## src/rtl/seq_end_selector.sv

```systemverilog
`default_nettype none
// ============================================================================
// Module   : seq_end_selector
// Purpose  : Registered selector for per-sequence "end" signals. Picks the
//            channel addressed by audio_select, rising-edge detects it and
//            reports a 1-cycle end pulse, a sticky done flag (cleared by
//            ack), an overrun flag and a saturating count of completed ends.
//            Edges are masked for SETTLE_CYC cycles after reset or any
//            select change so switching sequences cannot raise a false end.
// Ports    : clk           - system clock, rising edge
//            reset         - synchronous, active-high reset
//            audio_select  - [SEL_W] selected sequence number
//            seq_end       - [NUM_CH] per-channel end level/pulse
//            ack           - consumer acknowledge, clears flag/overrun
//            seq_end_pulse - 1-cycle pulse per detected end
//            seq_end_flag  - sticky end flag, held until ack
//            overrun       - second end while flag set, held until ack
//            sel_valid     - FIRST_VALID <= selected channel < NUM_CH
//            end_count     - [CNT_W] ends since last select change
// Config   : define SEQ_END_COUNT_EN to build the end_count counter;
//            otherwise end_count is tied to zero.
// Revision : 1.0 - initial release
// ============================================================================
module seq_end_selector #(
  parameter int NUM_CH      = 8,
  parameter int SEL_W       = 3,
  parameter int FIRST_VALID = 2,
  parameter int SETTLE_CYC  = 4,
  parameter int CNT_W       = 8
) (
  input  logic              clk,
  input  logic              reset,
  input  logic [SEL_W-1:0]  audio_select,
  input  logic [NUM_CH-1:0] seq_end,
  input  logic              ack,
  output logic              seq_end_pulse,
  output logic              seq_end_flag,
  output logic              overrun,
  output logic              sel_valid,
  output logic [CNT_W-1:0]  end_count
);

  localparam int c_SETTLE_W = $clog2(SETTLE_CYC + 1);
  localparam logic [c_SETTLE_W-1:0] c_SETTLE_INIT = c_SETTLE_W'(SETTLE_CYC);
  localparam logic [c_SETTLE_W-1:0] c_SETTLE_LAST = c_SETTLE_W'(1);

  localparam logic [1:0] c_SETTLE = 2'd0;
  localparam logic [1:0] c_IDLE   = 2'd1;
  localparam logic [1:0] c_ARMED  = 2'd2;
  localparam logic [1:0] c_DONE   = 2'd3;

  logic [NUM_CH-1:0]     r_sQ;
  logic [NUM_CH-1:0]     r_sQQ;
  logic [SEL_W-1:0]      r_selQ;
  logic [1:0]            r_state;
  logic [c_SETTLE_W-1:0] r_settleCnt;
  logic                  r_pulse;
  logic                  r_flag;
  logic                  r_overrun;
  logic                  r_selValid;

  logic w_edge;
  logic w_selChange;
  logic w_accept;

  function automatic logic isValid(input logic [SEL_W-1:0] s);
    return (32'(s) >= 32'(FIRST_VALID)) && (32'(s) < 32'(NUM_CH));
  endfunction

  // Out-of-range select values never match a channel, so no edge is seen.
  always_comb begin
    w_edge = 1'b0;
    for (int i = 0; i < NUM_CH; i++) begin
      if (32'(r_selQ) == 32'(i)) begin
        w_edge = r_sQ[i] & ~r_sQQ[i];
      end
    end
  end

  assign w_selChange = (audio_select != r_selQ);
  // An edge only counts when armed or done and no select change is pending.
  assign w_accept    = w_edge && !w_selChange &&
                       ((r_state == c_ARMED) || (r_state == c_DONE));

  always_ff @(posedge clk) begin
    if (reset) begin
      r_sQ        <= '0;
      r_sQQ       <= '0;
      r_selQ      <= audio_select;
      r_state     <= c_SETTLE;
      r_settleCnt <= c_SETTLE_INIT;
      r_pulse     <= 1'b0;
      r_flag      <= 1'b0;
      r_overrun   <= 1'b0;
      r_selValid  <= 1'b0;
    end else begin
      r_sQ    <= seq_end;
      r_sQQ   <= r_sQ;
      r_pulse <= w_accept;
      if (w_selChange) begin
        r_selQ      <= audio_select;
        r_flag      <= 1'b0;
        r_overrun   <= 1'b0;
        r_state     <= c_SETTLE;
        r_settleCnt <= c_SETTLE_INIT;
        r_selValid  <= isValid(audio_select);
      end else begin
        r_selValid <= isValid(r_selQ);
        case (r_state)
          c_SETTLE: begin
            if (r_settleCnt == c_SETTLE_LAST) begin
              r_state <= isValid(r_selQ) ? c_ARMED : c_IDLE;
            end else begin
              r_settleCnt <= r_settleCnt - c_SETTLE_LAST;
            end
          end
          c_ARMED: begin
            if (w_edge) begin
              r_flag  <= 1'b1;
              r_state <= c_DONE;
            end
          end
          c_DONE: begin
            if (w_edge) begin
              // Coincident ack consumes the old end; the new one keeps flag set.
              r_overrun <= !ack;
            end else if (ack) begin
              r_flag    <= 1'b0;
              r_overrun <= 1'b0;
              r_state   <= c_ARMED;
            end
          end
          default: begin
            r_state <= c_IDLE;
          end
        endcase
      end
    end
  end

`ifdef SEQ_END_COUNT_EN
  logic [CNT_W-1:0] r_endCount;

  always_ff @(posedge clk) begin
    if (reset || w_selChange) begin
      r_endCount <= '0;
    end else if (w_accept && (r_endCount != {CNT_W{1'b1}})) begin
      r_endCount <= r_endCount + CNT_W'(1);
    end
  end

  assign end_count = r_endCount;
`else
  assign end_count = '0;
`endif

  assign seq_end_pulse = r_pulse;
  assign seq_end_flag  = r_flag;
  assign overrun       = r_overrun;
  assign sel_valid     = r_selValid;

endmodule
`default_nettype wire

```

## config.mk

```make
export PLATFORM = sky130hd
export DESIGN_NAME = seq_end_selector
export DESIGN_NICKNAME = d
export VERILOG_FILES = /design/src/rtl/seq_end_selector.sv
export SDC_FILE = /design/constraint.sdc
export NUM_CORES = 1
export LEC_CHECK = 0
export BUFFER_PORTS_ARGS = -buffer_cell sky130_fd_sc_hd__buf_2
export CAP_MARGIN = 20
export CORE_ASPECT_RATIO = 1.5
export CORE_MARGIN = 4
export CORE_UTILIZATION = 40
export DETAILED_ROUTE_END_ITERATION = 10
export PLACE_DENSITY = 0.71
export SLEW_MARGIN = 20
export SYNTH_ARGS = -nofsm -noshare
export SYNTH_HDL_FRONTEND = slang
export SYNTH_SLANG_ARGS = --single-unit
```

## constraint.sdc

```tcl
create_clock -name clk -period 1.78 [get_ports clk]
set_input_delay 0.445 -clock clk [delete_from_list [all_inputs] [get_ports clk]]
set_output_delay 0.445 -clock clk [all_outputs]
set_load 0.05 [all_outputs]
```

==> run summary <==
Outcome = completed
Startpoint types = flop
Fin. Hold Viols = 0
Fmax = 0.582 GHz
Vias in the first global route = 772
Period utilization = 96.6%
Root Buffer = clkbuf_8
H-tree Lvls = 1
Hold-fix buffers at CTS = 0
Final setup viols = 0
Num Clock Sinks = 28
CP Buf/Inv Count = 0
Reg area = 591 sq um
CTS clock-pin slew for the worst setup and hold paths = 0.09 ns
GP Congestion = 0.777
WP data required = 1.98 ns
Leak = 0.554 nW
Die footprint = 3890 sq um
Number of placement rows = 23
First DRT Iteration DRCs = 14
Core ar. = 2730 sq um
Mux contribution to synthesized area = 0%
Synthesis-stage register bit count = 28
TritonCTS clock tree = built
Cells after DPL = 169
Clock power frac = 29.1%
Initial antenna violation count = 0
Largest family of logic cells by synthesized area = simple AND/OR/NAND/NOR gates
Post-Syn Area = 1180 sq um
I/O Buffers = 17
WS Path Type = reg -> reg
Post-layout instance area = 1300 sq um
Pint = 0.877 mW
Multi-input logic area = 494 sq um
Syn_area_per_cell = 9.88 sq um
Flop2flop setup slack = 0.06 ns
Crit-path max FO = 11
Switching fraction of total power = 24.3%
Final Skew = 0.00650 ns
Max Cap Viol = 0
Die W = 52.3 um
Sequential share of power = 58.8%
Yosys warning total = 0
Routed wire length per instance = 10.5 um
# nets final = 153
Remaining DRCs = 0
GRT Total Usage = 10.7%
Cts repair resizes = 0
Share of the yosys chip area belonging to registers = 50.2%
Via/cell ratio = 4.60
Routed Antenna Nets = 0
Switching power = 0.282 mW
Crit-path max cell delay = 0.59 ns
Hold path start = seq_end[4]
Slowest CP cell = or4_4
Critical path endpoint category = flop
Origin of the worst setup path = r_selQ[1]
Cells after Synth = 119
Worst R2R Start = r_selQ[1]
Setup TNS = 0 ns
RSZ-0062 raised after global routing = false
First-pass GRT wire length = 3100 um
Clock latency on the worst-skew pair = 0.27 ns
R2R cell count = 5
Hold Path Class = in -> reg
Die Ht = 74.4 um
Simple-gate area share of the yosys netlist = 27.8%
GRT overflow = 0
CTS max path bufs = 2
N_diodes = 0
WL final = 1810 um
Peak VDD IR = 520 uV
Non-filler cells, final = 173
PD cells = 892 nW/um^2
Total clock buffers created by CTS = 3
Compound-cell area share of the yosys netlist = 5.85%
Comb pwr share = 12.2%
Share of layout cells above drive strength 1 = 19.1%
CP arrival = 1.92 ns
Area after DPL = 1250 sq um
Number of cells on the critical path = 5
Crit path capture = overrun
Via count = 796
Final Slew Violations = 0
Pin count of the biggest net entering global routing = 18
Synth Area in Adders = 2.13%
Ports = 26
Setup Buffers After CTS = 0
Hpwl dp = 1450 um
Post-layout min period = 1.72 ns
Iteration count of the initial detailed-routing pass = 4
Layout area overhead = 10.4%
R2R Path End = overrun
FILL cells = 284
Largest delay share family, worst path = simple AND/OR/NAND/NOR gates
XOR/XNOR share of the synthesized area = 3.72%
Cells along the critical path = xor2_1 > or4_4 > nor2b_4 > nand2_1 > o21ai_2
Initial core utilization = 43.0%
Distinct cells, synth = 33
## flip-flops by register name, indices dropped and copies added, names as in the netlist
register / cells
sel_valid: 1
r_sQQ: 8
seq_end_pulse: 1
seq_end_flag: 1
r_selQ: 3
r_state: 2
overrun: 1
r_settleCnt: 3
r_sQ: 8
## logic make-up (layout without fill, tap and decap cells)
family | after synthesis | after routing
AOI/OAI and AO/OA | 10 | 10
xor gates and xnor gates | 5 | 5
adders and majority gates | 2 | 2
buffers and inverters | 19 | 29
DFF | 28 | 28
other | 1 | 8
and+or+nand+nor | 54 | 54
## area by class of cell
class / count / share of cell area [%]
flip-flops and latches: 28 / 45.5
multi-input cells: 79 / 38.1
inverters: 6 / 1.73
clock buffers: 4 / 3.47
well taps: 37 / 3.56
repair buffers: 19 / 7.71
## routing by layer
layer,track usage (%),wire [um],vias to the layer above
li1,-,-,408
met1,10.7,738,364
met2,19.4,931,19
met3,1.20,84,5
met4,8.81,56,0
met5,0,0,-
## cells in the mapped netlist, drive strengths merged
cell / number / area share [%]
a32oi: 1 / 0.74
buf: 11 / 7.4
nor4: 1 / 1.1
ha: 2 / 2.1
nand2b: 2 / 1.1
nor3: 4 / 1.7
dfxtp: 25 / 43
clkbuf: 2 / 0.64
nor3b: 1 / 0.64
nand3: 1 / 0.43
inv: 6 / 1.9
xor2: 3 / 2.2
nor2b: 22 / 12
a21oi: 3 / 1.3
o22ai: 1 / 0.53
or4: 1 / 0.96
o221ai: 1 / 0.74
nor2: 10 / 3.2
and3b: 4 / 3.0
xnor2: 2 / 1.5
o41ai: 1 / 0.74
a211oi: 1 / 0.64
nand2: 5 / 1.6
or3: 1 / 0.53
conb: 1 / 0.32
edfxtp: 3 / 7.7
nand4: 1 / 0.53
nor4b: 1 / 0.74
o21ai: 2 / 1.2
## cells in the final DEF, fill, tap and decap left out, types with 2 or more instances in the layout
cell / count
nor2_1: 10
nor3_1: 4
buf_2: 17
nand2b_1: 2
edfxtp_1: 3
ha_1: 2
a21oi_1: 3
dfxtp_1: 25
nand2_1: 5
xnor2_1: 2
inv_1: 6
and3b_1: 4
nor2b_1: 21
conb_1: 8
buf_4: 2
xor2_1: 3
clkbuf_8: 3
## per-stage QoR
step                      setup slack, ns  power [mW]  hold slack (ns)  utilization [%]
after detailed placement           0.0569       0.838            0.453             45.9
after global placement              0.111       0.833            0.439             45.9
after CTS                          0.0570        1.17            0.370             47.5
after floorplan                     0.169       0.820            0.430                -
final                              0.0606        1.16            0.373             47.5
after global routing              0.00185        1.21            0.377             47.5
## power groups by stage
stage | clock (mW) | sequential (mW) | combinational, mW
3_3_place_gp | 0 | 0.695 | 0.138
4_1_cts | 0.351 | 0.682 | 0.142
3_5_place_dp | 0 | 0.697 | 0.142
5_1_grt | 0.372 | 0.685 | 0.155
6_report | 0.337 | 0.681 | 0.141
2_1_floorplan | 0 | 0.694 | 0.127
## worst min path at each step
stage	slack, ns	depth (start not counted)	to
after floorplan	0.43	1	r_sQQ[0]
after global placement	0.44	2	overrun
after detailed placement	0.45	1	r_sQQ[7]
after CTS	0.37	2	r_sQ[5]
after global routing	0.38	2	r_sQ[4]
final	0.37	2	r_sQ[4]
Power figures use the tool's default switching activity.
